File: src/rtl/types_pkg.sv
// Shared types and sizes for the rename stage: decode/rename packets, tag widths and free-list pointer math.
package types_pkg;

    localparam int NUM_AREG = 32;
    localparam int NUM_PREG = 128;
    localparam int FL_DEPTH = NUM_PREG - NUM_AREG;

    typedef logic [6:0] preg_t;
    typedef logic [4:0] areg_t;
    typedef logic [6:0] fl_ptr_t;

    typedef struct packed {
        logic [6:0]  opcode;
        logic [31:0] pc;
        areg_t       rs1;
        areg_t       rs2;
        areg_t       rd;
        logic        rd_we;
        logic [31:0] imm;
        logic [2:0]  func3;
        logic [6:0]  func7;
        logic        fu_alu;
        logic        fu_mem;
        logic        fu_br;
    } decode_data;

    typedef struct packed {
        preg_t      ps1;
        preg_t      ps2;
        preg_t      pd_new;
        preg_t      pd_old;
        decode_data dec;
    } rename_data;

    function automatic fl_ptr_t fl_inc(input fl_ptr_t p);
        return (p == fl_ptr_t'(FL_DEPTH - 1)) ? '0 : p + 7'd1;
    endfunction

endpackage

File: src/rtl/free_list.sv
// Circular free list of physical tags: allocate at head, return retired tags at tail,
// and roll the head back to a checkpoint on branch recovery.
module free_list
    import types_pkg::*;
(
    input  logic       clk_i,
    input  logic       rst_ni,
    input  logic       alloc_i,
    output preg_t      alloc_tag_o,
    output fl_ptr_t    head_o,
    input  logic       free_i,
    input  preg_t      free_tag_i,
    input  logic       restore_i,
    input  fl_ptr_t    restore_head_i,
    output logic [6:0] count_o
);

    preg_t      fl_q [FL_DEPTH];
    fl_ptr_t    head_q, head_d;
    fl_ptr_t    tail_q, tail_d;
    logic [6:0] count_q, count_d;
    fl_ptr_t    rollback;

    always_comb begin
        head_d   = head_q;
        tail_d   = tail_q;
        count_d  = count_q;
        rollback = '0;
        if (free_i) begin
            tail_d = fl_inc(tail_q);
        end
        if (restore_i) begin
            // Entries handed out since the checkpoint become free again.
            rollback = (head_q >= restore_head_i) ? head_q - restore_head_i
                                                  : head_q + 7'(FL_DEPTH) - restore_head_i;
            head_d   = restore_head_i;
            count_d  = count_q + rollback + {6'd0, free_i};
        end else begin
            if (alloc_i) begin
                head_d = fl_inc(head_q);
            end
            count_d = count_q + {6'd0, free_i} - {6'd0, alloc_i};
        end
    end

    always_ff @(posedge clk_i or negedge rst_ni) begin
        if (!rst_ni) begin
            for (int i = 0; i < FL_DEPTH; i++) begin
                fl_q[i] <= preg_t'(NUM_AREG + i);
            end
            head_q  <= '0;
            tail_q  <= '0;
            count_q <= 7'(FL_DEPTH);
        end else begin
            if (free_i) begin
                fl_q[tail_q] <= free_tag_i;
            end
            head_q  <= head_d;
            tail_q  <= tail_d;
            count_q <= count_d;
        end
    end

    assign alloc_tag_o = fl_q[head_q];
    assign head_o      = head_q;
    assign count_o     = count_q;

endmodule

File: src/rtl/rename_stage.sv
// Register-rename stage: map table, single branch checkpoint and registered output toward dispatch.
// Optional RENAME_PERF_CNT_EN adds saturating perf_renamed / perf_fl_stall counters.
module rename_stage
    import types_pkg::*;
(
    input  logic       clk,
    input  logic       reset,
    input  logic       valid_in,
    input  decode_data data_in,
    output logic       ready_in,
    output logic       valid_out,
    output rename_data data_out,
    input  logic       ready_out,
    input  logic       commit_valid,
    input  preg_t      commit_pd_old,
    input  logic       br_resolve_valid,
    input  logic       mispredict,
    output logic [6:0] free_count
`ifdef RENAME_PERF_CNT_EN
    ,
    output logic [31:0] perf_renamed,
    output logic [31:0] perf_fl_stall
`endif
);

    // Handshake: a packet moves on any edge where valid and ready are both high;
    // valid_out stays asserted with data_out frozen until dispatch raises ready_out.

    preg_t      map_q [NUM_AREG];
    preg_t      map_d [NUM_AREG];
    preg_t      ckpt_map_q [NUM_AREG];
    fl_ptr_t    ckpt_head_q;
    logic       ckpt_valid_q;
    logic       valid_out_q;
    rename_data data_out_q;
    rename_data pkt;

    preg_t      fl_tag;
    fl_ptr_t    fl_head;
    logic [6:0] fl_count;
    logic       needs_pd, accept, alloc, restore, do_free;

    always_comb begin
        needs_pd = data_in.rd_we && (data_in.rd != '0);
        ready_in = !mispredict && (!valid_out_q || ready_out)
                   && (!needs_pd || fl_count != '0)
                   && !(data_in.fu_br && ckpt_valid_q);
        accept   = valid_in && ready_in;
        alloc    = accept && needs_pd;
        restore  = mispredict && ckpt_valid_q;
        do_free  = commit_valid && (commit_pd_old != '0);
    end

    // Sources and pd_old see the map as it was before this instruction's own write.
    always_comb begin
        pkt     = '0;
        pkt.dec = data_in;
        pkt.ps1 = (data_in.rs1 == '0) ? '0 : map_q[data_in.rs1];
        pkt.ps2 = (data_in.rs2 == '0) ? '0 : map_q[data_in.rs2];
        if (needs_pd) begin
            pkt.pd_new = fl_tag;
            pkt.pd_old = map_q[data_in.rd];
        end
    end

    always_comb begin
        map_d = map_q;
        if (restore) begin
            map_d = ckpt_map_q;
        end else if (alloc) begin
            map_d[data_in.rd] = fl_tag;
        end
    end

    always_ff @(posedge clk or negedge reset) begin
        if (!reset) begin
            for (int i = 0; i < NUM_AREG; i++) begin
                map_q[i]      <= preg_t'(i);
                ckpt_map_q[i] <= preg_t'(i);
            end
            ckpt_head_q  <= '0;
            ckpt_valid_q <= 1'b0;
        end else begin
            map_q <= map_d;
            if (mispredict) begin
                ckpt_valid_q <= 1'b0;
            end else if (accept && data_in.fu_br) begin
                // Snapshot includes the branch's own link-register write (JAL/JALR).
                ckpt_valid_q <= 1'b1;
                ckpt_map_q   <= map_d;
                ckpt_head_q  <= alloc ? fl_inc(fl_head) : fl_head;
            end else if (br_resolve_valid) begin
                ckpt_valid_q <= 1'b0;
            end
        end
    end

    always_ff @(posedge clk or negedge reset) begin
        if (!reset) begin
            valid_out_q <= 1'b0;
            data_out_q  <= '0;
        end else if (mispredict) begin
            valid_out_q <= 1'b0;
        end else if (accept) begin
            valid_out_q <= 1'b1;
            data_out_q  <= pkt;
        end else if (ready_out) begin
            valid_out_q <= 1'b0;
        end
    end

    free_list u_free_list (
        .clk_i          (clk),
        .rst_ni         (reset),
        .alloc_i        (alloc),
        .alloc_tag_o    (fl_tag),
        .head_o         (fl_head),
        .free_i         (do_free),
        .free_tag_i     (commit_pd_old),
        .restore_i      (restore),
        .restore_head_i (ckpt_head_q),
        .count_o        (fl_count)
    );

    assign valid_out  = valid_out_q;
    assign data_out   = data_out_q;
    assign free_count = fl_count;

`ifdef RENAME_PERF_CNT_EN
    logic [31:0] perf_renamed_q, perf_fl_stall_q;
    logic        fl_stall;

    assign fl_stall = valid_in && needs_pd && (fl_count == '0);

    always_ff @(posedge clk or negedge reset) begin
        if (!reset) begin
            perf_renamed_q  <= '0;
            perf_fl_stall_q <= '0;
        end else begin
            if (accept && perf_renamed_q != '1) begin
                perf_renamed_q <= perf_renamed_q + 32'd1;
            end
            if (fl_stall && perf_fl_stall_q != '1) begin
                perf_fl_stall_q <= perf_fl_stall_q + 32'd1;
            end
        end
    end

    assign perf_renamed  = perf_renamed_q;
    assign perf_fl_stall = perf_fl_stall_q;
`endif

endmodule

File: config.mk
export PLATFORM = sky130hd
export DESIGN_NAME = rename_stage
export DESIGN_NICKNAME = d
export VERILOG_FILES = /design/src/rtl/types_pkg.sv /design/src/rtl/free_list.sv /design/src/rtl/rename_stage.sv
export SDC_FILE = /design/constraint.sdc
export NUM_CORES = 2
export LEC_CHECK = 0
export ABC_AREA = 1
export BUFFER_PORTS_ARGS = -buffer_cell sky130_fd_sc_hd__buf_2
export CORE_MARGIN = 2
export CORE_UTILIZATION = 56
export CTS_CLUSTER_DIAMETER = 50
export CTS_CLUSTER_SIZE = 28
export DETAILED_ROUTE_END_ITERATION = 16
export PLACE_DENSITY = 0.76
export REMOVE_ABC_BUFFERS = 1
export SYNTH_ARGS = -nofsm -noshare
export SYNTH_HDL_FRONTEND = slang
export SYNTH_SLANG_ARGS = --single-unit
File: constraint.sdc
create_clock -name clk -period 3.2 [get_ports clk]
set_clock_uncertainty 0.05 [all_clocks]
set_input_delay 0.32 -clock clk [delete_from_list [all_inputs] [get_ports clk]]
set_output_delay 0.32 -clock clk [all_outputs]
set_load 0.01 [all_outputs]
=== After elaboration in Yosys (flattened, before gate mapping) ===
Cells that the tools add are included.

* Register bits: 1278
* Bits of input ports: 114

* $add $sub $neg: 9
* Magnitude comparators: 8
* Equality and inequality tests: 2
* Muxes and demuxes: 35
* Bitwise operators: 6
* Reduce and logical (&&, ||, !) cells: 27

{| class="wikitable"
|+ Operator list
! cell !! number
|-
| 672-bit bitwise mux || 1
|-
| 224-bit two-way mux || 2
|-
| 224-bit bitwise mux || 1
|-
| 7-bit two-way mux || 18
|-
| 7-bit binary-select mux with 5-bit select || 3
|-
| 7-bit binary-select mux with 7-bit select || 1
|-
| 7-bit demux with 7-bit select || 1
|-
| 7-bit demux with 5-bit select || 1
|-
| 6-bit >= comparator (second input constant) || 3
|-
| 5-bit NOT with 6-bit output || 3
|-
| 8-bit >= comparator (second input constant) || 2
|-
| 7-bit NOT with 8-bit output || 2
|-
| 7-bit by 1-bit adder with 7-bit output || 2
|-
| 7-bit by 1-bit adder with 7-bit output (second input constant) || 2
|-
| 7-bit equality test (second input constant) || 2
|-
| 14-bit two-way mux || 1
|-
| 7-bit nonzero test || 2
|-
| 7-bit subtractor || 2
|-
| 1-bit logical AND || 12
|-
| 5-bit logical NOT || 2
|-
| 8-bit by 1-bit < comparator with 1-bit output (second input constant) || 1
|-
| 7-bit adder || 1
|-
| 7-bit adder (second input constant) || 1
|-
| 7-bit >= comparator || 1
|-
| 9 further kinds || 20
|}

=== Longest topological paths before layout ===
* Depth after elaboration: 10
* Depth in mapped cells: 23
* Gate-level depth less buffers: 20

=== Hierarchy ===
From an unflattened synthesis, not the netlist that was laid out.

* Cell total of the unflattened synthesis: 9039
* Area total of the unflattened synthesis: 66391.2 µm²

{| class="wikitable"
|+ Modules (own cells, without submodules)
! module !! instances !! cells each !! area an instance (µm²) !! sequential area each (µm²)
|-
| free_list || 1 || 4335 || 33960.1 || 17804.6
|-
| rename_stage || 1 || 4704 || 32431.1 || 14839.2
|}

=== Least setup slack after synthesis ===
No wires, ideal clock.

* Kind: register to register
* Start point: register u_free_list.head_q[0], in the netlist u_free_list.head_o[0]
* End point: register u_free_list.count_q[6], in the netlist u_free_list.count_o[6]
* Data arrival time: 3.339 ns
* Slack: -0.268 ns
* Stages on the path, launching flop included: 21
* Buffers on the path: 3
* Clock period less this slack: 3.468 ns
* Path through: dfrtp_1 > buf_2 > inv_2 > buf_2 > buf_2 > ha_1 > inv_1 > ha_1 > fa_1 > xnor2_1 > nand2_1 > o21ai_0 > ha_1 > inv_1 > o31ai_1 > a21oi_1 > o21bai_1 > xor2_1 > o211ai_1 > nand3_1 > nand2_1

* Word-level cells in the longest chain between the ends: 6
* Elaborated cells on any way between the ends: 8

{| class="wikitable"
|+ Ends and longest elaborated chain
! what !! line !! RTL
|-
| from (decl) || free_list.sv:19 || <nowiki>fl_ptr_t head_q, head_d;</nowiki>
|-
| from (signal assigned) || free_list.sv:51 || <nowiki>head_q <= '0;</nowiki>
|-
| from (signal assigned) || free_list.sv:58 || <nowiki>head_q <= head_d;</nowiki>
|-
| 7-bit adder || free_list.sv:35 || <nowiki>: head_q + 7'(FL_DEPTH) - restore_head_i;</nowiki>
|-
| 7-bit subtractor || free_list.sv:35 ||
|-
| 7-bit two-way mux * || free_list.sv:34 || <nowiki>rollback = (head_q >= restore_head_i) ? head_q - restore_head_i</nowiki>
|-
| 7-bit adder * || free_list.sv:37 || <nowiki>count_d = count_q + rollback + {6'd0, free_i};</nowiki>
|-
| 7-bit by 1-bit adder with 7-bit output * || free_list.sv:37 ||
|-
| 7-bit two-way mux * || free_list.sv:32 || <nowiki>if (restore_i) begin</nowiki>
|-
| net u_free_list.count_d[6] || free_list.sv:21 || <nowiki>logic [6:0] count_q, count_d;</nowiki>
|-
| to (signal assigned) || free_list.sv:53 || <nowiki>count_q <= 7'(FL_DEPTH);</nowiki>
|-
| to (signal assigned) || free_list.sv:60 || <nowiki>count_q <= count_d;</nowiki>
|-
| to (decl) || free_list.sv:21 ||
|}

The timed path passes the listed nets; every way through them passes the cells marked *.
A chain may end at the register's enable or synchronous reset.

==> impl_metrics.py <==
metrics = {
    "outcome": {
        "run_status": "completed",
    },
    "clock_network": {
        "cts.root.buffer_cell": "clkbuf_16",
        "clock_sinks": 1278,
        "cts_buffers": 134,
        "clk_pin_slew_ns": 0.07,
        "cts_htree_levels": 4,
        "clk_latency_ns": 0.77,
        "cts_tree": "built",
        "clock_path_buffers": 3,
    },
    "power": {
        "pwr-share-comb_pct": 40.4,
        "clock_power_share_pct": 23.9,
        "netSwitchingFraction_pct": 40.5,
        "netSwitchingPower_uw": 28300,
        "finalPower_uw": 69800,
        "internal_power_uw": 41500,
        "p_leak_uw": 0.0338,
        "vdd_drop_max_uv": 912,
        "power_density_nw_per_um2": 940,
        "p_seq_share_pct": 35.6,
    },
    "global_routing": {
        "track_usage_pct": 35.7,
        "grt_pass1_vias": 57386,
        "overflow": 0,
        "grt_pass1_wl_mm": 329,
        "grt_antenna_before_repair": 3,
        "grt_max_degree": 145,
    },
    "logic_synthesis": {
        "async_flop_share_pct": 100,
        "synth_edf_count": 0,
        "synth_top_area_share_pct": 29.2,
        "syn_area_um2": 64100,
        "synth_top_flop_cell": "dfrtp_1",
        "yosysSeqAreaShare_pct": 51.0,
        "postSynthAreaPerCell_um2": 7.61,
        "yosysTopAreaCell": "dfrtp_1",
        "synth_cells": 8421,
        "yosysWarnings": 0,
        "synth_seq_cells": 1278,
        "synthDistinctLibCells": 48,
        "synthTopCellsByArea": "dfrtp_1 29%, dfstp_2 22%, nand2_1 20%",
    },
    "placement": {
        "dpl.hpwl_mm": 128,
        "place_area_um2": 67600,
        "placedCellCount": 9827,
        "gp_congestion": 0.957,
        "io_buffers": 250,
    },
    "cells_and_area": {
        "stdcell_area_um2": 74300,
        "fin_util_pct": 65.3,
        "drive_gt1_share_pct": 16.7,
        "area_growth_syn_to_layout_pct": 16.0,
        "mostFrequentLayoutCell": "nand2_1",
        "final_cell_mix": "3352 x nand2_1, 1152 x o21ai_0, 744 x dfrtp_1",
        "final_cells": 10208,
        "final_nets": 8732,
    },
    "floorplan": {
        "dieWidth_um": 342,
        "row_count": 124,
        "ios": 251,
        "core_area_um2": 114000,
        "dieHeight_um": 342,
        "initial_core_util_pct": 56.3,
        "fp.dieArea_um2": 117000,
    },
    "sta": {
        "setup_viol": 0,
        "max_slew_margin_pct": 11.1,
        "finalHoldViolations": 0,
        "tightest_slew_ns": 1.32,
        "maxSlewViolCount": 0,
        "whs_ns": 0.0497,
        "min_period_ns": 3.18,
        "fmax_mhz": 314,
        "final.period_utilization_pct": 99.5,
        "rsz0062_at_grt": "yes",
    },
    "setup_path": {
        "cp-end-kind": "register",
        "r2r_setup_slack_ns": 0.02,
        "r2r-end": "ckpt_map_q[130]",
        "r2r_cells": 19,
        "required_ns": 3.79,
        "critical_path_class": "reg2reg",
        "r2r_start": "u_free_list.head_o[1]",
        "crit_fanout": 25,
        "crit_arrival_ns": 3.78,
        "critPathLaunchType": "register",
    },
    "flow_run": {
        "maxCapViolCount": 0,
    },
    "hold_path": {
        "whs_path_depth": 4,
        "hold_class": "in2reg",
        "min_to": "u_free_list.fl_q[27]",
        "min_from": "commit_pd_old[6]",
    },
    "route": {
        "viasPerCell": 6.03,
        "antenna_left": 0,
        "vias": 61506,
        "avgRoutedWirePerCell_um": 21.5,
        "drc_errors": 0,
        "first_iter_violations": 8751,
        "firstDrtPassIters": 7,
        "totalWireLength_mm": 219,
    },
}
-- metrics by stage --
stage          TNS [ns]  setup WS (ns)
5_1_grt          -0.134        -0.0905
3_3_place_gp     -11.08         -0.557
3_5_place_dp      -9.83         -0.515
4_1_cts         -0.0214        -0.0214
2_1_floorplan  -4630.42         -10.79
6_report              0         0.0163
-- power groups by stage --
stage	clock [uW]	combinational (uW)	sequential [uW]
after global routing	17500	30300	25400
final	16700	28200	24900
after floorplan	0	13400	25100
after CTS	16800	24700	24800
after global placement	0	23300	24800
after detailed placement	0	23800	24900
-- what timing repair did --
action / in CTS / in global routing
endpoints found under the setup margin: 9 / 292
hold buffers: 96 / 0
cloned: 5 / 21
buffers inserted: 1 / 6
gates resized for setup: 13 / 76
endpoints found under the hold margin: 273 / 0
pin swaps: 3 / 22
-- cells by family after synthesis --
| group | count (synthesis) | share of synthesized area (%) |
|---|---|---|
| compound gates | 1725 | 14.2 |
| xor+xnor | 11 | 0.150 |
| fa+ha+maj | 38 | 0.848 |
| buf+inv | 898 | 5.71 |
| flops | 1278 | 51.0 |
| mux | 1 | 0.0156 |
| simple gates | 4470 | 28.2 |
-- final cells by class --
cell class	count	area, um^2
antenna	2	5.00
clock inverter	82	1030
tap	1512	1890
clock buffer	168	3720
inverter	284	1110
multi-input combinational	6245	28100
timing repair buffer	637	5820
fill	9375	39500
sequential	1278	32700
-- routing by layer --
metal / GRT usage (%) / wire length, um / share of wire [%]
met5: 0 / 29 / 0.013
met4: 15.4 / 10100 / 4.6
met3: 8.59 / 27600 / 13
met2: 53.3 / 95600 / 44
met1: 49.8 / 85800 / 39
-- state kept, by name, indices dropped and copies added, names as in the netlist --
register,cells
ckpt_valid_q,1
ckpt_head_q,7
ckpt_map_q,224
u_free_list.fl_q,672
data_out,128
u_free_list.tail_q,7
u_free_list.count_o,7
map_q,224
valid_out,1
u_free_list.head_o,7
-- worst max-delay path by stage --
stage                                      from                endpoint  slack, ns  cells past startpoint
after floorplan           u_free_list.head_o[0]  u_free_list.count_o[6]     -10.79                     17
final                     u_free_list.head_o[1]         ckpt_map_q[130]       0.02                     19
after detailed placement       commit_pd_old[1]  u_free_list.count_o[6]      -0.52                     17
after global routing             ckpt_head_q[3]  u_free_list.count_o[6]      -0.09                     17
after CTS                 u_free_list.head_o[0]  u_free_list.count_o[6]      -0.02                     17
after global placement         commit_pd_old[1]  u_free_list.count_o[6]      -0.56                     17
-- cell usage after synthesis (all sizes together) (2+ instances only) --
cell	n
nand2	3380
nor2	336
o311ai	5
dfstp	530
a21o	8
nand3	710
inv	276
o22ai	55
ha	29
a21oi	384
nand4	17
o221ai	21
o21ai	1162
o21bai	2
a211oi	30
fa	9
xor2	7
nor4	9
o211ai	3
o31ai	25
a22o	3
nor3	16
a22oi	8
xnor2	4
clkbuf	410
a221oi	13
dfrtp	748
buf	204
clkinv	8
o32ai	3
-- worst max-delay path: stages, from the launching register on --
cell and delay [ns]:
dfrtp_4 0.50, buf_6 0.17, buf_16 0.18, inv_8 0.12, buf_12 0.16, buf_16 0.16, nand3_1 0.08, nand3_1 0.12
nand2_1 0.07, nand2_1 0.08, nand3_1 0.19, nand3_1 0.16, nand2_2 0.13, nand2_4 0.24, clkbuf_16 0.27, nand3_1 0.08
nand2_1 0.07, nand2_1 0.06, nand2_1 0.05, nand2_1 0.04
No activity file was read; power rests on OpenSTA's default activity.
